**config.mk**
```make
export PLATFORM = sky130hd
export DESIGN_NAME = bitplane_2_raster_flat
export DESIGN_NICKNAME = d
export VERILOG_FILES = /design/src/rtl/bitplane_2_raster_if.sv /design/src/rtl/bitplane_2_raster.sv /design/src/flat_wrapper.sv
export SDC_FILE = /design/constraint.sdc
export NUM_CORES = 1
export LEC_CHECK = 0
export CORE_MARGIN = 4
export CORE_UTILIZATION = 45
export DETAILED_ROUTE_END_ITERATION = 10
export PLACE_DENSITY = 0.73
export SLEW_MARGIN = 20
export SYNTH_ARGS = -nofsm -noshare
export SYNTH_HDL_FRONTEND = slang
export SYNTH_SLANG_ARGS = --single-unit
```
**constraint.sdc**
```tcl
create_clock -name clk -period 3.9 [get_ports clk]
set_input_delay 0.585 -clock clk [delete_from_list [all_inputs] [get_ports clk]]
set_output_delay 0.585 -clock clk [all_outputs]
set_load 0.01 [all_outputs]
```
**src/rtl/bitplane_2_raster_if.sv**
```systemverilog
// Bitplane-to-raster bus: command/memory bytes in, palette-indexed pixel out.
// Latency: not applicable (signal bundle only).
// Backpressure: none; the pixel-clock phase counter paces the stream.
interface bitplane_2_raster_if;
    logic [3:0]  pc_ena_in;
    logic [23:0] bp_2_rast_cmd;
    logic [15:0] cmd_in;
    logic [7:0]  ram_byte;
    logic [7:0]  ram_byte_h;
    logic [7:0]  pixel_out;
    logic [7:0]  pixel_out_h;
    logic        pixel_out_ena;
    logic [3:0]  pc_ena_out;

    modport master (
        output pc_ena_in, bp_2_rast_cmd, cmd_in, ram_byte, ram_byte_h,
        input  pixel_out, pixel_out_h, pixel_out_ena, pc_ena_out
    );

    modport slave (
        input  pc_ena_in, bp_2_rast_cmd, cmd_in, ram_byte, ram_byte_h,
        output pixel_out, pixel_out_h, pixel_out_ena, pc_ena_out
    );
endinterface

```
**src/rtl/bitplane_2_raster.sv**
```systemverilog
// Converts packed bitplane/font bytes into one palette index per pixel slot.
// Latency: 2 advance events (pc_ena_in == PIPE_PHASE); pc_ena_out is 1 clk.
// Backpressure: none; pipeline simply holds on edges outside PIPE_PHASE.
module bitplane_2_raster #(
    parameter logic [3:0] PIPE_PHASE    = 4'd0,
    parameter int         TXT_PAL_SHIFT = 0
) (
    input  logic              clk,
    input  logic              reset_n,
    bitplane_2_raster_if.slave bus
);

    logic        advance;

    // Stage 1 holding registers
    logic [23:0] s1_cmd;
    logic [15:0] s1_cmd_in;
    logic [7:0]  s1_byte;
    logic [7:0]  s1_byte_h;

    // Stage 2 output registers
    logic [7:0]  pix_q;
    logic [7:0]  pix_h_q;
    logic        pix_ena_q;
    logic [3:0]  pc_ena_q;

    // Decoded stage-1 fields
    logic [7:0]  fg_col;
    logic [7:0]  bg_col;
    logic [1:0]  ppb;
    logic        wide_pix;
    logic        txt_slave;
    logic        win_ena;
    logic        two_byte_col;
    logic [2:0]  sub_x;

    // Next-state values computed from stage 1
    logic [7:0]  sh_1bpp;
    logic [7:0]  sh_2bpp;
    logic [3:0]  idx4;
    logic [1:0]  idx2;
    logic        bit1;
    logic [3:0]  txt_col;
    logic [7:0]  txt_ext;
    logic [7:0]  txt_pix;
    logic [7:0]  pix_d;
    logic [7:0]  pix_h_d;
    logic        pix_ena_d;

    logic        unused_bits;

    assign advance      = (bus.pc_ena_in == PIPE_PHASE);

    assign fg_col       = s1_cmd[23:16];
    assign bg_col       = s1_cmd[15:8];
    assign ppb          = s1_cmd[1:0];
    assign wide_pix     = s1_cmd[2];
    assign txt_slave    = s1_cmd[6];
    assign win_ena      = s1_cmd_in[7];
    assign two_byte_col = s1_cmd_in[6];
    assign sub_x        = s1_cmd_in[2:0];

    assign unused_bits  = ^{s1_cmd[7], s1_cmd[5:3], s1_cmd_in[5:3]};

    // MSB-first field select: shift the wanted field up to the top of the byte.
    always_comb begin
        sh_1bpp = s1_byte << sub_x;
        sh_2bpp = s1_byte << {sub_x[1:0], 1'b0};
        idx4    = sub_x[0] ? s1_byte[3:0] : s1_byte[7:4];
        idx2    = sh_2bpp[7:6];
        bit1    = sh_1bpp[7];
        txt_col = bit1 ? s1_cmd_in[15:12] : s1_cmd_in[11:8];
        txt_ext = {4'h0, txt_col};
        txt_pix = txt_ext << TXT_PAL_SHIFT;
    end

    always_comb begin
        pix_d     = 8'h00;
        pix_h_d   = 8'h00;
        pix_ena_d = 1'b0;
        if (win_ena) begin
            pix_ena_d = 1'b1;
            unique case (ppb)
                2'd0: pix_d = s1_byte;
                2'd1: pix_d = bg_col + {4'h0, idx4};
                2'd2: pix_d = bg_col + {6'h00, idx2};
                2'd3: begin
                    if (txt_slave) pix_d = txt_pix;
                    else           pix_d = bit1 ? fg_col : bg_col;
                end
                default: pix_d = 8'h00;
            endcase
            if (wide_pix || two_byte_col) pix_h_d = s1_byte_h;
        end
    end

    always_ff @(posedge clk or negedge reset_n) begin
        if (!reset_n) begin
            s1_cmd    <= '0;
            s1_cmd_in <= '0;
            s1_byte   <= '0;
            s1_byte_h <= '0;
            pix_q     <= '0;
            pix_h_q   <= '0;
            pix_ena_q <= 1'b0;
            pc_ena_q  <= '0;
        end else begin
            pc_ena_q <= bus.pc_ena_in;
            if (advance) begin
                s1_cmd    <= bus.bp_2_rast_cmd;
                s1_cmd_in <= bus.cmd_in;
                s1_byte   <= bus.ram_byte;
                s1_byte_h <= bus.ram_byte_h;
                pix_q     <= pix_d;
                pix_h_q   <= pix_h_d;
                pix_ena_q <= pix_ena_d;
            end
        end
    end

    assign bus.pixel_out     = pix_q;
    assign bus.pixel_out_h   = pix_h_q;
    assign bus.pixel_out_ena = pix_ena_q;
    assign bus.pc_ena_out    = pc_ena_q;

endmodule

```
**src/flat_wrapper.sv**
```systemverilog
// flat-port wrapper written by rule: the top's interface ports become plain ports
module bitplane_2_raster_flat 
#(
    parameter logic [3:0] PIPE_PHASE    = 4'd0,
    parameter int         TXT_PAL_SHIFT = 0
)
  (clk, reset_n, bus_pc_ena_in, bus_bp_2_rast_cmd, bus_cmd_in, bus_ram_byte, bus_ram_byte_h, bus_pixel_out, bus_pixel_out_h, bus_pixel_out_ena, bus_pc_ena_out);
  bitplane_2_raster_if bus_i ();
  input  logic clk;
  input  logic reset_n;
  input wire logic [$bits(bus_i.pc_ena_in)-1:0] bus_pc_ena_in;
  input wire logic [$bits(bus_i.bp_2_rast_cmd)-1:0] bus_bp_2_rast_cmd;
  input wire logic [$bits(bus_i.cmd_in)-1:0] bus_cmd_in;
  input wire logic [$bits(bus_i.ram_byte)-1:0] bus_ram_byte;
  input wire logic [$bits(bus_i.ram_byte_h)-1:0] bus_ram_byte_h;
  output wire logic [$bits(bus_i.pixel_out)-1:0] bus_pixel_out;
  output wire logic [$bits(bus_i.pixel_out_h)-1:0] bus_pixel_out_h;
  output wire logic [$bits(bus_i.pixel_out_ena)-1:0] bus_pixel_out_ena;
  output wire logic [$bits(bus_i.pc_ena_out)-1:0] bus_pc_ena_out;
  assign bus_i.pc_ena_in = bus_pc_ena_in;
  assign bus_i.bp_2_rast_cmd = bus_bp_2_rast_cmd;
  assign bus_i.cmd_in = bus_cmd_in;
  assign bus_i.ram_byte = bus_ram_byte;
  assign bus_i.ram_byte_h = bus_ram_byte_h;
  assign bus_pixel_out = bus_i.pixel_out;
  assign bus_pixel_out_h = bus_i.pixel_out_h;
  assign bus_pixel_out_ena = bus_i.pixel_out_ena;
  assign bus_pc_ena_out = bus_i.pc_ena_out;
  bitplane_2_raster #(.PIPE_PHASE(PIPE_PHASE), .TXT_PAL_SHIFT(TXT_PAL_SHIFT)) u_core (.clk(clk), .reset_n(reset_n), .bus(bus_i));
endmodule
```
## Yosys cells after proc, flatten, opt, wreduce, memory -nomap -nowiden

Index checks and enable logic that the tools add are counted.

| word-level totals | value |
|---|---|
| register bits after elaboration | 77 |
| input port bits | 62 |
| output and inout port bits | 21 |
| word-level logic and storage cells | 27 |

| cells by class | value |
|---|---|
| $add $sub $neg | 2 |
| equal/unequal tests | 3 |
| shift-type cells | 2 |
| muxes and demuxes | 9 |
| reduce and logical (&&, ||, !) cells | 3 |

Operator list:

| operator | number |
|---|---|
| 2-to-1 mux 8 bit | 5 |
| one-hot mux 8 bit (4 select lines) | 1 |
| left shift 8 x 3 -> 8 bit | 2 |
| adder 8 x 2 -> 8 bit | 1 |
| adder 8 x 4 -> 8 bit | 1 |
| 2-to-1 mux 4 bit | 2 |
| == test 2 bit, second input constant | 2 |
| logical NOT 4 bit | 1 |
| == test 2 x 1 -> 1 bit, second input constant | 1 |
| logical NOT 2 bit | 1 |
| logical OR 1 bit | 1 |
| 2-to-1 mux 1 bit | 1 |

## Depth between registers and ports, before layout

| depth | value |
|---|---|
| depth in word-level cells | 5 |
| mapped depth | 13 |
| gate-level depth less buffers | 13 |

## Worst setup path before layout

No wires, ideal clock.

| timing path | value |
|---|---|
| path type | reg-to-reg |
| start point | register u_core.s1_cmd[0] |
| end point | register u_core.pix_q[6], in the netlist u_core.bus.pixel_out[6] |
| library setup time | 134 ps |
| data arrival time | 2,782 ps |
| data required time | 3,766 ps |
| path slack | 984 ps |
| stages on the path, launching flop included | 11 |
| path buffers | 0 |
| period minus slack after synthesis | 2,916 ps |
| path through | dfrtp_1 > inv_1 > ha_1 > mux2_2 > mux4_2 > fa_1 > a21o_1 > a21oi_1 > nor4_1 > a2111oi_4 > o31ai_2 |

| on the way | value |
|---|---|
| longest elaborated chain between the ends | 3 |
| elaborated cells on any way between the ends | 6 |
| classes of those cells | eq/ne (3); mux (2); reduce/logical (1) |

RTL lines:

| what | RTL line | source |
|---|---|---|
| from (decl) | bitplane_2_raster.sv:16 | `logic [23:0] s1_cmd;` |
| from (signal assigned) | bitplane_2_raster.sv:110 | `s1_cmd <= bus.bp_2_rast_cmd;` |
| == test 2 bit, or another cell as far along | bitplane_2_raster.sv:83 | `unique case (ppb)` |
| one-hot mux 8 bit (4 select lines) (*) | bitplane_2_raster.sv:83 |  |
| 2-to-1 mux 8 bit (*) | bitplane_2_raster.sv:81 | `if (win_ena) begin` |
| to (signal assigned) | bitplane_2_raster.sv:114 | `pix_q <= pix_d;` |
| to (decl) | bitplane_2_raster.sv:22 | `logic [7:0] pix_q;` |

Every way passes the cells marked *; elsewhere a longest branch is shown, timed or not.
A chain may end at the register's enable or synchronous reset.

## Final worst setup path

Same ends and word-level chain as after synthesis.

==> metrics.md <==
| Metric | Value |
|---|---|
| Leak pwr | 2.10 nW |
| Full die area | 8870 um2 |
| H-tree depth | 3 |
| RSZ-0062 raised after global routing | no |
| FF-to-FF path depth | 10 |
| Final Max Slew Viols | 0 |
| Inserted Diodes | 0 |
| Clk_skew | approximately 0.0098 ns |
| Worst Setup Start Kind | flip-flop |
| Die width | between 90 and 100 um |
| Placeable Area | 7250 um2 |
| Top cells by area, synth | dfrtp_1 52%, nand2_1 17%, mux4_2 4.0% |
| Total grt overflow | 0 |
| Routed vias/inst | 5.10 |
| # clock sinks | 70 |
| Worst Hold Class | in -> async |
| Design Area, Final | ~4400 um2 |
| WL/cell | around 15 um |
| Gate Count Post-Synth | 350 |
| Outcome | complete, no violations |
| Final ANT Viol Nets | 0 |
| Setup violators final | 0 |
| Hold buffers post-CTS | 0 |
| Site row count | 31 |
| Sequential share of the synthesized area | a little over half |
| Drt first-iter violations | 169 |
| DRC violations left | 0 |
| Die H | 94.2 um |
| CTS buffer count | 9 |
| Root buffer cell | clkbuf_8 |
| Setup crit end kind | flip-flop |
| Clock-pin slew on the worst setup and hold paths | 0.07 ns |
| Arrival time at the worst endpoint | 3.42 ns |
| GPL Wtd Cong | slightly above 0.8 |
| Crit path max fanout | 6 |
| Post_cts resized | 0 |
| Tmin final | 3.22 ns |
| Total GRT Usage | 18.9% |
| CTS tree | done |
| DRT Pass-1 Iters | 4 |
| Post-synth top flop | dfrtp_1 |
| Antenna violations before repair | 0 |
| Yosys cell types | 44 |
| Top cell type's share of synthesized area | 52.4% |
| Post-Syn Area | 3340 um2 |
| Post-CTS setup buffer count | 0 |
| Maximum number of pins on one net before global-route repair | 63 |
| Pwr dens | between 500 and 600 nW/um2 |
| Power, Total | 2.21 mW |
| Post-synthesis register bit count | 70 |
| Vias | 2690 |
| Asr flop ratio synth | 100% |
| Area grow syn2layout | 31.7% |
| Layout Nets | about 490 |
| Setup CP Type | reg -> reg |
| Fmax | 311 MHz |
| Slew margin rel. | a little over half |
| Drt total wl | 7800 um |
| Area post-placement | 4190 um2 |
| WP data required | 4.11 ns |
| Max-Cap Viols | 0 |
| Syn nets | 420 |
| Port buffer count | 75 |
| Layout cells sized above 1 | under 10% |
| Peak VDD IR | 0.200 mV |
| Yosys Warn Count | 0 |
| Post-synth EDFFs | 0 |
| Vias in the first global route | 2684 |
| Initial Util | 46.1% |
| Tcrit/Tclk final | 82.5% |
| Slew at the pin closest to its max-slew limit | 0.695 ns |
| Num ports | 83 |
| CTS max path bufs | 2 |
| Avg Cell Area, Syn | 9.55 um2 |
| Setup TNS | 0 ns |
| Final hold vios | 0 |
| Clock latency on the worst-skew pair | 0.35 ns |
| DP Wirelength | ~5600 um |
| Post-synth top area cell | dfrtp_1 |
| First-pass GRT wire length | 13000 um |
registers in the layout, summed over array words and instances, names as in the netlist:
register                  count
u_core.s1_byte_h              8
u_core.bus.pixel_out_h        8
u_core.s1_cmd                20
u_core.bus.pixel_out_ena      1
u_core.bus.pc_ena_out         4
u_core.bus.pixel_out          8
u_core.s1_cmd_in             13
u_core.s1_byte                8
cell usage after synthesis, types with 2 or more instances:
cell	count
a22oi_1	2
mux4_2	6
ha_1	7
o211a_1	2
xor2_1	2
mux2_2	2
nor2_1	12
inv_1	8
o211ai_1	2
clkbuf_1	15
nor3b_1	2
nand2b_1	4
mux2_1	2
nand2_1	147
dfrtp_1	70
a21oi_1	14
a22o_1	8
nand3_1	3
mux2i_1	6
a221o_1	3
o21ai_0	10
report_power, final:
group	switching (mW)	internal, mW
combinational	0.286	0.320
sequential	0.116	0.853
clock	0.277	0.356
layout by cell type (no fill, tap or decap), types with 6 or more instances in the layout:
cell / synthesis / routed
a21oi_1: 14 / 14
a22o_1: 8 / 8
clkbuf_8: 0 / 9
clkdlybuf4s50_1: 0 / 74
dfrtp_1: 70 / 70
ha_1: 7 / 7
inv_1: 8 / 8
mux2i_1: 6 / 6
mux4_2: 6 / 6
nand2_1: 147 / 147
nor2_1: 12 / 12
o21ai_0: 10 / 10
area by class of cell:
class / instances / area (um2)
Tap cell: 99 / 124
Fill cell: 657 / 2850
Clock inverter: 6 / 86.3
Timing Repair Buffer: 79 / 778
Multi-Input combinational cell: 256 / 1510
Sequential cell: 70 / 1750
Inverter: 8 / 30.0
Clock buffer: 9 / 124
worst max-delay path, cell delays in order, from the launching register on:
cell,delay [ns]
dfrtp_1,0.38
inv_1,0.10
ha_1,0.31
mux2_2,0.37
mux4_2,0.51
fa_1,0.45
a21o_1,0.18
a21oi_1,0.27
nor4_1,0.13
a2111oi_4,0.31
o31ai_2,0.08
per-stage QoR:
stage	setup slack (ns)	util (%)	hold slack, ns	cells
after floorplan	0.984	-	0.289	350
after global placement	0.803	57.8	0.452	512
final	0.684	60.7	0.238	527
after global routing	0.407	60.7	0.268	527
after detailed placement	0.718	57.8	0.459	512
after CTS	0.691	60.7	0.441	527
logic make-up after synthesis:
family | after synthesis | synth area share, %
DFF | 70 | 52.4
buffers and inverters | 24 | 2.73
and+or+nand+nor | 178 | 21.7
adders and majority gates | 8 | 3.22
muxes | 18 | 8.31
AOI/OAI and AO/OA | 50 | 11.1
xor gates and xnor gates | 2 | 0.524
path summary, 6_finish.rpt:
path / from / end / slack (ns)
setup / recovery: u_core.s1_cmd[0] / u_core.bus.pixel_out[6] / 0.68
hold / removal: reset_n / u_core.s1_cmd[16] / 0.24
setup reg to reg: u_core.s1_cmd[0] / u_core.bus.pixel_out[6] / 0.68
hold reg to reg: u_core.s1_cmd[23] / u_core.s1_cmd[23] / 0.47
max in group asynchronous: reset_n / u_core.s1_cmd_in[7] / 2.92
min in group clk: u_core.s1_cmd[23] / u_core.s1_cmd[23] / 0.47
routing by layer:
layer	vias to the layer above	wire (um)	global-route usage, %
met3	15	341	3.61
li1	1320	-	-
met5	-	0	0
met2	64	3790	30.0
met1	1291	3500	25.4
met4	0	167	7.70
(Power assumes the default switching activity.)
